<file path="src/rtl/javk_bus_pkg.sv">
// Shared types and constants for the JAVK external bus controller.
package javk_bus_pkg;

    // Bus sequencer states.
    typedef enum logic [1:0] {
        ST_IDLE = 2'd0,
        ST_ADDR = 2'd1,
        ST_DATA = 2'd2,
        ST_ACK  = 2'd3
    } state_t;

    // Width of the wait-state counter (0..15 extra DATA cycles).
    localparam int WAIT_W = 4;

    // Requester indices into the request/grant vectors.
    localparam logic R0 = 1'b0;
    localparam logic R1 = 1'b1;

    // Address of byte 'idx' of a transfer; wraps at 16 bits.
    function automatic logic [15:0] byte_addr(input logic [15:0] base, input logic [1:0] idx);
        return base + {14'd0, idx};
    endfunction

endpackage

</file>
<file path="src/rtl/javk_rr_arb.sv">
// Two-way arbiter: round-robin or fixed priority (r0 first), with a
// last-grant register that advances only when a grant is taken.
module javk_rr_arb
    import javk_bus_pkg::*;
#(
    parameter int FIXED_PRIO = 0
) (
    input  logic       clk,
    input  logic       rst,
    input  logic [1:0] req,
    input  logic       upd,
    output logic [1:0] gnt
);

    logic last_q, last_d;

    // Grant selection: on contention pick the requester not served last,
    // unless fixed priority is selected.
    always_comb begin
        gnt = 2'b00;
        if (FIXED_PRIO != 0) begin
            if (req[R0]) begin
                gnt[R0] = 1'b1;
            end else if (req[R1]) begin
                gnt[R1] = 1'b1;
            end
        end else if (req[R0] && req[R1]) begin
            if (last_q == R1) begin
                gnt[R0] = 1'b1;
            end else begin
                gnt[R1] = 1'b1;
            end
        end else begin
            gnt = req;
        end
    end

    // Next last-grant value: remember the winner when the grant is taken.
    always_comb begin
        last_d = last_q;
        if (upd && gnt[R0]) begin
            last_d = R0;
        end else if (upd && gnt[R1]) begin
            last_d = R1;
        end
    end

    // Last-grant register; resets to r1 so r0 wins the first contention.
    always_ff @(posedge clk) begin
        if (rst) begin
            last_q <= R1;
        end else begin
            last_q <= last_d;
        end
    end

endmodule

</file>
<file path="src/rtl/javk_bus_ctrl.sv">
// External memory bus controller: arbitrates r0/r1 and sequences each
// transfer into byte cycles (ADDR, DATA with wait states), little-endian.
// Requesters hold req until a one-cycle ack; operands are latched at grant.
module javk_bus_ctrl
    import javk_bus_pkg::*;
#(
    parameter int WAIT_STATES = 0,
    parameter int FIXED_PRIO  = 0
) (
    input  logic        clk,
    input  logic        rst,
    input  logic        r0_req,
    input  logic        r0_we,
    input  logic        r0_wide,
    input  logic [15:0] r0_addr,
    input  logic [15:0] r0_wdata,
    output logic        r0_ack,
    input  logic        r1_req,
    input  logic        r1_we,
    input  logic        r1_wide,
    input  logic [15:0] r1_addr,
    input  logic [15:0] r1_wdata,
    output logic        r1_ack,
    output logic [15:0] rdata,
    output logic [15:0] addrbus,
    output logic        rw,
    output logic [7:0]  dataout,
    output logic        bus_oe,
    input  logic [7:0]  datain
);

    localparam logic [WAIT_W-1:0] WAIT_INIT = WAIT_W'(WAIT_STATES);

    state_t              state_q, state_d;
    logic                we_q, we_d;
    logic                wide_q, wide_d;
    logic [15:0]         addr_q, addr_d;
    logic [15:0]         wdata_q, wdata_d;
    logic [1:0]          byte_q, byte_d;
    logic [WAIT_W-1:0]   wait_q, wait_d;
    logic [1:0]          gnt_q, gnt_d;
    logic [1:0]          ack_q, ack_d;
    logic [15:0]         rdata_q, rdata_d;
    logic [15:0]         addrbus_q, addrbus_d;
    logic                rw_q, rw_d;
    logic [7:0]          dataout_q, dataout_d;
    logic                bus_oe_q, bus_oe_d;

    logic [1:0]          req_vec;
    logic [1:0]          arb_gnt;
    logic                arb_upd;
    logic                win_we;
    logic                win_wide;
    logic [15:0]         win_addr;
    logic [15:0]         win_wdata;

    assign req_vec = {r1_req, r0_req};
    assign arb_upd = (state_q == ST_IDLE) && (req_vec != 2'b00);

    javk_rr_arb #(
        .FIXED_PRIO(FIXED_PRIO)
    ) u_arb (
        .clk (clk),
        .rst (rst),
        .req (req_vec),
        .upd (arb_upd),
        .gnt (arb_gnt)
    );

    // Operand mux for the arbitration winner.
    always_comb begin
        if (arb_gnt[R1]) begin
            win_we    = r1_we;
            win_wide  = r1_wide;
            win_addr  = r1_addr;
            win_wdata = r1_wdata;
        end else begin
            win_we    = r0_we;
            win_wide  = r0_wide;
            win_addr  = r0_addr;
            win_wdata = r0_wdata;
        end
    end

    // Next-state and registered bus outputs; outputs are computed for the
    // state being entered so they are glitch-free flops at the pins.
    always_comb begin
        state_d   = state_q;
        we_d      = we_q;
        wide_d    = wide_q;
        addr_d    = addr_q;
        wdata_d   = wdata_q;
        byte_d    = byte_q;
        wait_d    = wait_q;
        gnt_d     = gnt_q;
        ack_d     = 2'b00;
        rdata_d   = rdata_q;
        addrbus_d = addrbus_q;
        rw_d      = rw_q;
        dataout_d = dataout_q;
        bus_oe_d  = bus_oe_q;
        case (state_q)
            ST_IDLE: begin
                if (req_vec != 2'b00) begin
                    we_d      = win_we;
                    wide_d    = win_wide;
                    addr_d    = win_addr;
                    wdata_d   = win_wdata;
                    gnt_d     = arb_gnt;
                    byte_d    = 2'd0;
                    addrbus_d = byte_addr(win_addr, 2'd0);
                    rw_d      = win_we;
                    dataout_d = win_wdata[7:0];
                    bus_oe_d  = 1'b0;
                    state_d   = ST_ADDR;
                end
            end
            ST_ADDR: begin
                // Turnaround cycle done; drive the bus only for writes.
                wait_d   = WAIT_INIT;
                bus_oe_d = we_q;
                state_d  = ST_DATA;
            end
            ST_DATA: begin
                if (wait_q != '0) begin
                    wait_d = wait_q - WAIT_W'(1);
                end else begin
                    // Last DATA cycle: the only point where datain is sampled.
                    if (!we_q) begin
                        if (byte_q == 2'd0) begin
                            rdata_d = {(wide_q ? rdata_q[15:8] : 8'h00), datain};
                        end else begin
                            rdata_d = {datain, rdata_q[7:0]};
                        end
                    end
                    bus_oe_d = 1'b0;
                    if (wide_q && (byte_q == 2'd0)) begin
                        byte_d    = 2'd1;
                        addrbus_d = byte_addr(addr_q, 2'd1);
                        dataout_d = wdata_q[15:8];
                        state_d   = ST_ADDR;
                    end else begin
                        ack_d   = gnt_q;
                        rw_d    = 1'b0;
                        state_d = ST_ACK;
                    end
                end
            end
            ST_ACK: begin
                state_d = ST_IDLE;
            end
            default: begin
                state_d = ST_IDLE;
            end
        endcase
    end

    // State and output registers with synchronous reset.
    always_ff @(posedge clk) begin
        if (rst) begin
            state_q   <= ST_IDLE;
            we_q      <= 1'b0;
            wide_q    <= 1'b0;
            addr_q    <= 16'h0000;
            wdata_q   <= 16'h0000;
            byte_q    <= 2'd0;
            wait_q    <= '0;
            gnt_q     <= 2'b00;
            ack_q     <= 2'b00;
            rdata_q   <= 16'h0000;
            addrbus_q <= 16'h0000;
            rw_q      <= 1'b0;
            dataout_q <= 8'h00;
            bus_oe_q  <= 1'b0;
        end else begin
            state_q   <= state_d;
            we_q      <= we_d;
            wide_q    <= wide_d;
            addr_q    <= addr_d;
            wdata_q   <= wdata_d;
            byte_q    <= byte_d;
            wait_q    <= wait_d;
            gnt_q     <= gnt_d;
            ack_q     <= ack_d;
            rdata_q   <= rdata_d;
            addrbus_q <= addrbus_d;
            rw_q      <= rw_d;
            dataout_q <= dataout_d;
            bus_oe_q  <= bus_oe_d;
        end
    end

    assign r0_ack  = ack_q[R0];
    assign r1_ack  = ack_q[R1];
    assign rdata   = rdata_q;
    assign addrbus = addrbus_q;
    assign rw      = rw_q;
    assign dataout = dataout_q;
    assign bus_oe  = bus_oe_q;

endmodule

</file>
<file path="config.mk">
export PLATFORM = sky130hd
export DESIGN_NAME = javk_bus_ctrl
export DESIGN_NICKNAME = d
export VERILOG_FILES = /design/src/rtl/javk_bus_pkg.sv /design/src/rtl/javk_rr_arb.sv /design/src/rtl/javk_bus_ctrl.sv
export SDC_FILE = /design/constraint.sdc
export NUM_CORES = 1
export LEC_CHECK = 0
export ABC_AREA = 1
export ABC_CLOCK_PERIOD_IN_PS = 2900
export CAP_MARGIN = 20
export CORE_AREA = 2 2 92 94
export DETAILED_ROUTE_END_ITERATION = 8
export DIE_AREA = 0 0 94 96
export PLACE_DENSITY = 0.81
export SYNTH_ARGS = -nofsm -noshare
export SYNTH_HDL_FRONTEND = slang
export SYNTH_SLANG_ARGS = --single-unit
</file>
<file path="constraint.sdc">
create_clock -name clk -period 2.9 [get_ports clk]
set_clock_uncertainty 0.1 [all_clocks]
set_input_delay 0.87 -clock clk [delete_from_list [all_inputs] [get_ports clk]]
set_output_delay 0.87 -clock clk [all_outputs]
set_load 0.02 [all_outputs]
</file>
==> flow_summary.json, run 1 <==
{
  "status": "finished clean",
  "combPwrFrac": 0.283,
  "rsz0062_at_grt": "false",
  "p_switching_mw": 0.971,
  "cts.path.max_buffers": 2,
  "path_delay_family": "buffers and inverters",
  "total_leakage_power_nw": 2.15,
  "finalSetupViolCount": 0,
  "worst_slack_ns": 0.544,
  "die_h_um": 96,
  "hpwl_mm": 7.65,
  "fill_cells": 694,
  "finalWeightedCongestion": 0.838,
  "hold_viol": 0,
  "routedWlPerCell_um": 13.4,
  "power.density_mw_per_mm2": 543,
  "ys_warn_count": 0,
  "fin_cells": 785,
  "dieWidth_um": 94,
  "syn2layout_area_growth_pct": 39.1,
  "seqPwrFrac": 0.449,
  "slew_headroom": 0.504,
  "drive_above_1_share": 0.0809,
  "hold_path_depth": 2,
  "placed_cells_incl_taps": 769,
  "via_count": 4122,
  "finalPower_mw": 2.93,
  "start_util": 0.483,
  "syn-cell-area_mm2": 0.00389,
  "critical_path_buf_inv_count": 2,
  "yosysSeqAreaShare": 0.412,
  "clock_latency_ns": 0.36,
  "clockRootBuffer": "clkbuf_8",
  "cp.required_ns": 3.09,
  "placed_area_mm2": 0.00522,
  "cts_sinks": 80,
  "p_int_mw": 1.96,
  "max_cap_viol_count": 0,
  "hold_path.class": "register to register",
  "path_cells": "clkdlybuf4s50_1, o21ai_2, inv_2, o211ai_1, a21oi_1",
  "crit_fanout": 51,
  "period_needed_ns": 2.36,
  "dpl_worst_slack_ns": 0.188,
  "slowest_stage": "clkdlybuf4s50_1",
  "holdBufCountCts": 0,
  "slowest_delay_ns": 0.56,
  "cts_tree": "yes",
  "final_nets": 757,
  "cts_setup_buffers": 0,
  "diodes": 0,
  "syn_area_per_cell_um2": 6.97,
  "layout_commonest_cell": "nand2_1",
  "ys_types": 36,
  "crit_cells": 5,
  "drv_slew": 0,
  "overflow": 0,
  "cp_data_arrival_time_ns": 2.55,
  "cp-start-kind": "primary input",
  "grt_pass1_wl_mm": 17.6,
  "grt_start_max_net_pins": 52,
  "rows": 33,
  "core-area_mm2": 0.00805,
  "drcViolationCount": 0,
  "power.ir.vdd_worst_mv": 0.361,
  "clkSlewWorstSetupHoldPaths_ns": 0.09,
  "setup_tns_ns": 0,
  "end_kind": "register",
  "antenna_found_initial": 0,
  "cts_resized": 0,
  "first_pass_iters": 5,
  "finish.instance_area_mm2": 0.00541,
  "dieArea_mm2": 0.00902,
  "ant_nets": 0,
  "initialDrtViolationCount": 167,
  "grt_pass1_vias": 4013,
  "fmax_mhz": 424,
  "ff2ff_path_depth": 9,
  "cts_buffers": 9,
  "synth_fp_nets": 640,
  "final_util": 0.672,
  "whs_ns": 0.338,
  "drt_wl_total_mm": 10.5,
  "io_pins": 124,
  "final_cell_mix": "139 x nand2_1, 123 x clkdlybuf4s50_1, 88 x nor2_1",
  "grt.total_usage": 0.242,
  "period_share": 0.812,
  "synth_cells": 558,
  "numPortBuffers": 123,
  "critPathKind": "primary input to register",
  "vias_per_cell": 5.25,
  "worstMarginPinSlew_ns": 0.744,
  "ys_ff_latch": 80,
  "htreeDepth": 3,
  "switching_share": 0.331,
  "power_frac_clock": 0.268
}
## synthesized netlist by cell type
cell	instances	area share
buf_6	1	0.0029
buf_4	3	0.0058
nand4_4	1	0.0055
nor2_4	3	0.0087
nand4_1	4	0.0064
inv_4	1	0.0016
nor2_1	88	0.085
o22ai_1	1	0.0016
o21ai_1	13	0.017
nand2_4	3	0.0087
a31oi_1	30	0.048
o211ai_1	4	0.0077
nor2_2	1	0.0016
nand3b_1	1	0.0019
ha_1	2	0.0064
dfxtp_1	80	0.41
nand3_4	1	0.0045
or2_2	6	0.0097
xnor2_1	3	0.0068
clkbuf_2	2	0.0026
inv_1	26	0.025
xor2_1	2	0.0045
o21ai_2	1	0.0023
a21boi_0	1	0.0019
nand3_2	1	0.0026
o31ai_1	1	0.0019
nand2_1	139	0.13
a22oi_1	2	0.0039
nor2_8	2	0.010
nand2_2	3	0.0048
o21ai_0	48	0.062
buf_2	10	0.013
a21oi_1	30	0.039
inv_2	6	0.0058
clkbuf_1	11	0.011
nand3_1	27	0.035
## worst paths after layout
check                          from                       to  slack, ns
min           gnt_q[0]$_SDFFE_PP0P_      ack_q[0]$_SDFF_PP0_       0.34
min reg2reg   gnt_q[0]$_SDFFE_PP0P_      ack_q[0]$_SDFF_PP0_       0.34
max reg2reg  wait_q[0]$_SDFFE_PP0P_  dataout[5]$_SDFFE_PP0P_       0.93
max                          r1_req          rw$_SDFFE_PP0P_       0.54
## worst reg2reg max path: stages, from the launching register on
cell and delay (ns):
dfxtp_1 0.34, inv_1 0.09, ha_1 0.19, nand3_1 0.16
nand2_4 0.14, nand3_4 0.10, nor2_4 0.38, buf_4 0.22
o21ai_0 0.09, nor2_1 0.09
## final cells by class
class | instances | area (µm²) | area share
Clock buffer | 11 | 151 | 0.0280
Tap cell | 105 | 131 | 0.0243
Multi-Input combinational cell | 418 | 2030 | 0.375
Timing Repair Buffer | 133 | 1330 | 0.246
Clock inverter | 5 | 40.0 | 0.00740
Inverter | 33 | 126 | 0.0234
Sequential cell | 80 | 1600 | 0.296
## kinds of logic after synthesis
| group | share of synthesized area |
|---|---|
| AO/OA/AOI/OAI | 0.185 |
| AND/OR/NAND/NOR | 0.319 |
| XOR/XNOR | 0.0113 |
| buffers and inverters | 0.0672 |
| flip-flops | 0.412 |
| adder cells (fa/ha/maj) | 0.00643 |
## sequential cells by signal, summed over array words and instances (netlist names), 4 cells and up
name	flops
wait_q	4
wdata_q	8
dataout	8
addr_q	16
rdata	16
addrbus	16
## power groups by stage
stage,sequential [mW],clock [mW],combinational (mW)
after global routing,1.33,0.832,0.914
after floorplan,1.40,0,0.415
final,1.32,0.787,0.829
after CTS,1.32,0.793,0.832
after global placement,1.34,0,0.809
after detailed placement,1.34,0,0.829
## per-layer routing
metal	track usage	vias up	wire length, µm
met1	0.274	1867	4280
met2	0.446	159	5270
li1	-	2078	-
met3	0.0603	18	795
met4	0.0809	0	197
met5	0	-	0
No activity file was read; power rests on OpenSTA's default activity.
==> run 2: changes to the inputs <==
ABC_CLOCK_PERIOD_IN_PS = 2200   (was 2900)
CORE_AREA = 2 2 94 96   (was 2 2 92 94)
DIE_AREA = 0 0 96 98   (was 0 0 94 96)
PLACE_DENSITY = 0.78   (was 0.81)
clock period = 2.2 ns   (was 2.9 ns; I/O delays follow)
==> flow_summary.json, run 2 (synthesized netlist as in run 1, its figures left out) <==
{
  "status": "finished clean",
  "finalSetupViolCount": 0,
  "dieArea_mm2": 0.00941,
  "power.density_mw_per_mm2": 702,
  "max_cap_viol_count": 0,
  "total_leakage_power_nw": 2.26,
  "worst_slack_ns": 0.0650,
  "crit_fanout": 2,
  "syn2layout_area_growth_pct": 44.4,
  "whs_ns": 0.335,
  "final_cell_mix": "139 x nand2_1, 123 x clkdlybuf4s50_1, 88 x nor2_1",
  "drive_above_1_share": 0.110,
  "period_share": 0.970,
  "slowest_delay_ns": 0.63,
  "cts_resized": 0,
  "start_util": 0.459,
  "hpwl_mm": 8.13,
  "path_delay_family": "buffers and inverters",
  "fin_cells": 810,
  "vias_per_cell": 5.20,
  "core-area_mm2": 0.00847,
  "cp_data_arrival_time_ns": 1.37,
  "final_nets": 779,
  "layout_commonest_cell": "nand2_1",
  "grt_pass1_wl_mm": 18.1,
  "cp-start-kind": "register",
  "grt_pass1_vias": 4104,
  "io_pins": 124,
  "numPortBuffers": 123,
  "cts.path.max_buffers": 2,
  "diodes": 0,
  "cts_sinks": 80,
  "routedWlPerCell_um": 13.6,
  "cts_tree": "yes",
  "p_switching_mw": 1.33,
  "final_util": 0.663,
  "clockRootBuffer": "clkbuf_8",
  "period_needed_ns": 2.13,
  "switching_share": 0.337,
  "placed_cells_incl_taps": 794,
  "drv_slew": 0,
  "antenna_found_initial": 0,
  "slowest_stage": "clkdlybuf4s50_1",
  "holdBufCountCts": 0,
  "clock_latency_ns": 0.35,
  "cts_setup_buffers": 0,
  "power_frac_clock": 0.255,
  "path_cells": "clkdlybuf4s50_1",
  "hold_viol": 0,
  "clkSlewWorstSetupHoldPaths_ns": 0.09,
  "rsz0062_at_grt": "false",
  "worstMarginPinSlew_ns": 0.340,
  "overflow": 0,
  "htreeDepth": 3,
  "seqPwrFrac": 0.442,
  "p_int_mw": 2.61,
  "critical_path_buf_inv_count": 1,
  "dieWidth_um": 96,
  "via_count": 4210,
  "critPathKind": "register to primary output",
  "first_pass_iters": 4,
  "slew_headroom": 0.774,
  "cp.required_ns": 1.44,
  "end_kind": "primary output",
  "grt.total_usage": 0.242,
  "rows": 34,
  "grt_start_max_net_pins": 50,
  "cts_buffers": 9,
  "ant_nets": 0,
  "hold_path.class": "register to register",
  "fmax_mhz": 468,
  "combPwrFrac": 0.303,
  "fill_cells": 750,
  "finalWeightedCongestion": 0.859,
  "initialDrtViolationCount": 181,
  "power.ir.vdd_worst_mv": 0.428,
  "setup_tns_ns": 0,
  "drt_wl_total_mm": 11.0,
  "die_h_um": 98,
  "drcViolationCount": 0,
  "dpl_worst_slack_ns": -0.122
}
run 2: cell count changes in the layout (fill, tap and decap cells not counted), sizes merged:
cell and change:
buf +22, inv +2, clkinvlp +2, clkbuf -2
clkinv -2
run 2: worst paths after layout:
kind	cells after the start	slack, ns	to	start
setup / recovery	1	0.07	addrbus[8]	addrbus[8]$_SDFFE_PP0P_
hold / removal	2	0.33	ack_q[1]$_SDFF_PP0_	gnt_q[1]$_SDFFE_PP0P_
setup reg to reg	10	0.45	addrbus[5]$_SDFFE_PP0P_	wait_q[0]$_SDFFE_PP0P_
hold reg to reg	2	0.33	ack_q[1]$_SDFF_PP0_	gnt_q[1]$_SDFFE_PP0P_
run 2: routing by layer:
metal	global-route usage	share of wire
met1	0.282	0.41
met2	0.423	0.50
met3	0.0610	0.074
met4	0.0857	0.022
met5	0	0
run 2: cell type report:
type / count / area (µm²) / share of cell area
clock buffer: 9 / 124 / 0.0221
clock inverter: 7 / 55.1 / 0.00981
inverter: 33 / 126 / 0.0225
multi-input combinational: 418 / 2030 / 0.361
sequential: 80 / 1600 / 0.285
tap: 108 / 135 / 0.0241
timing repair buffer: 155 / 1550 / 0.275
run 2: per-stage QoR:
| step | instance area (µm²) | power, mW |
|---|---|---|
| floorplan | 3890 | 2.40 |
| global placement | 5440 | 2.94 |
| detailed placement | 5440 | 2.97 |
| CTS | 5610 | 3.97 |
| global route | 5610 | 4.17 |
| finish | 5610 | 3.94 |
run 2: power by group through the flow:
stage	sequential [mW]	clock [mW]	combinational (mW)
final	1.74	1.00	1.19
after detailed placement	1.77	0	1.20
after floorplan	1.85	0	0.547
after global placement	1.77	0	1.17
after global routing	1.76	1.10	1.31
after CTS	1.74	1.02	1.20
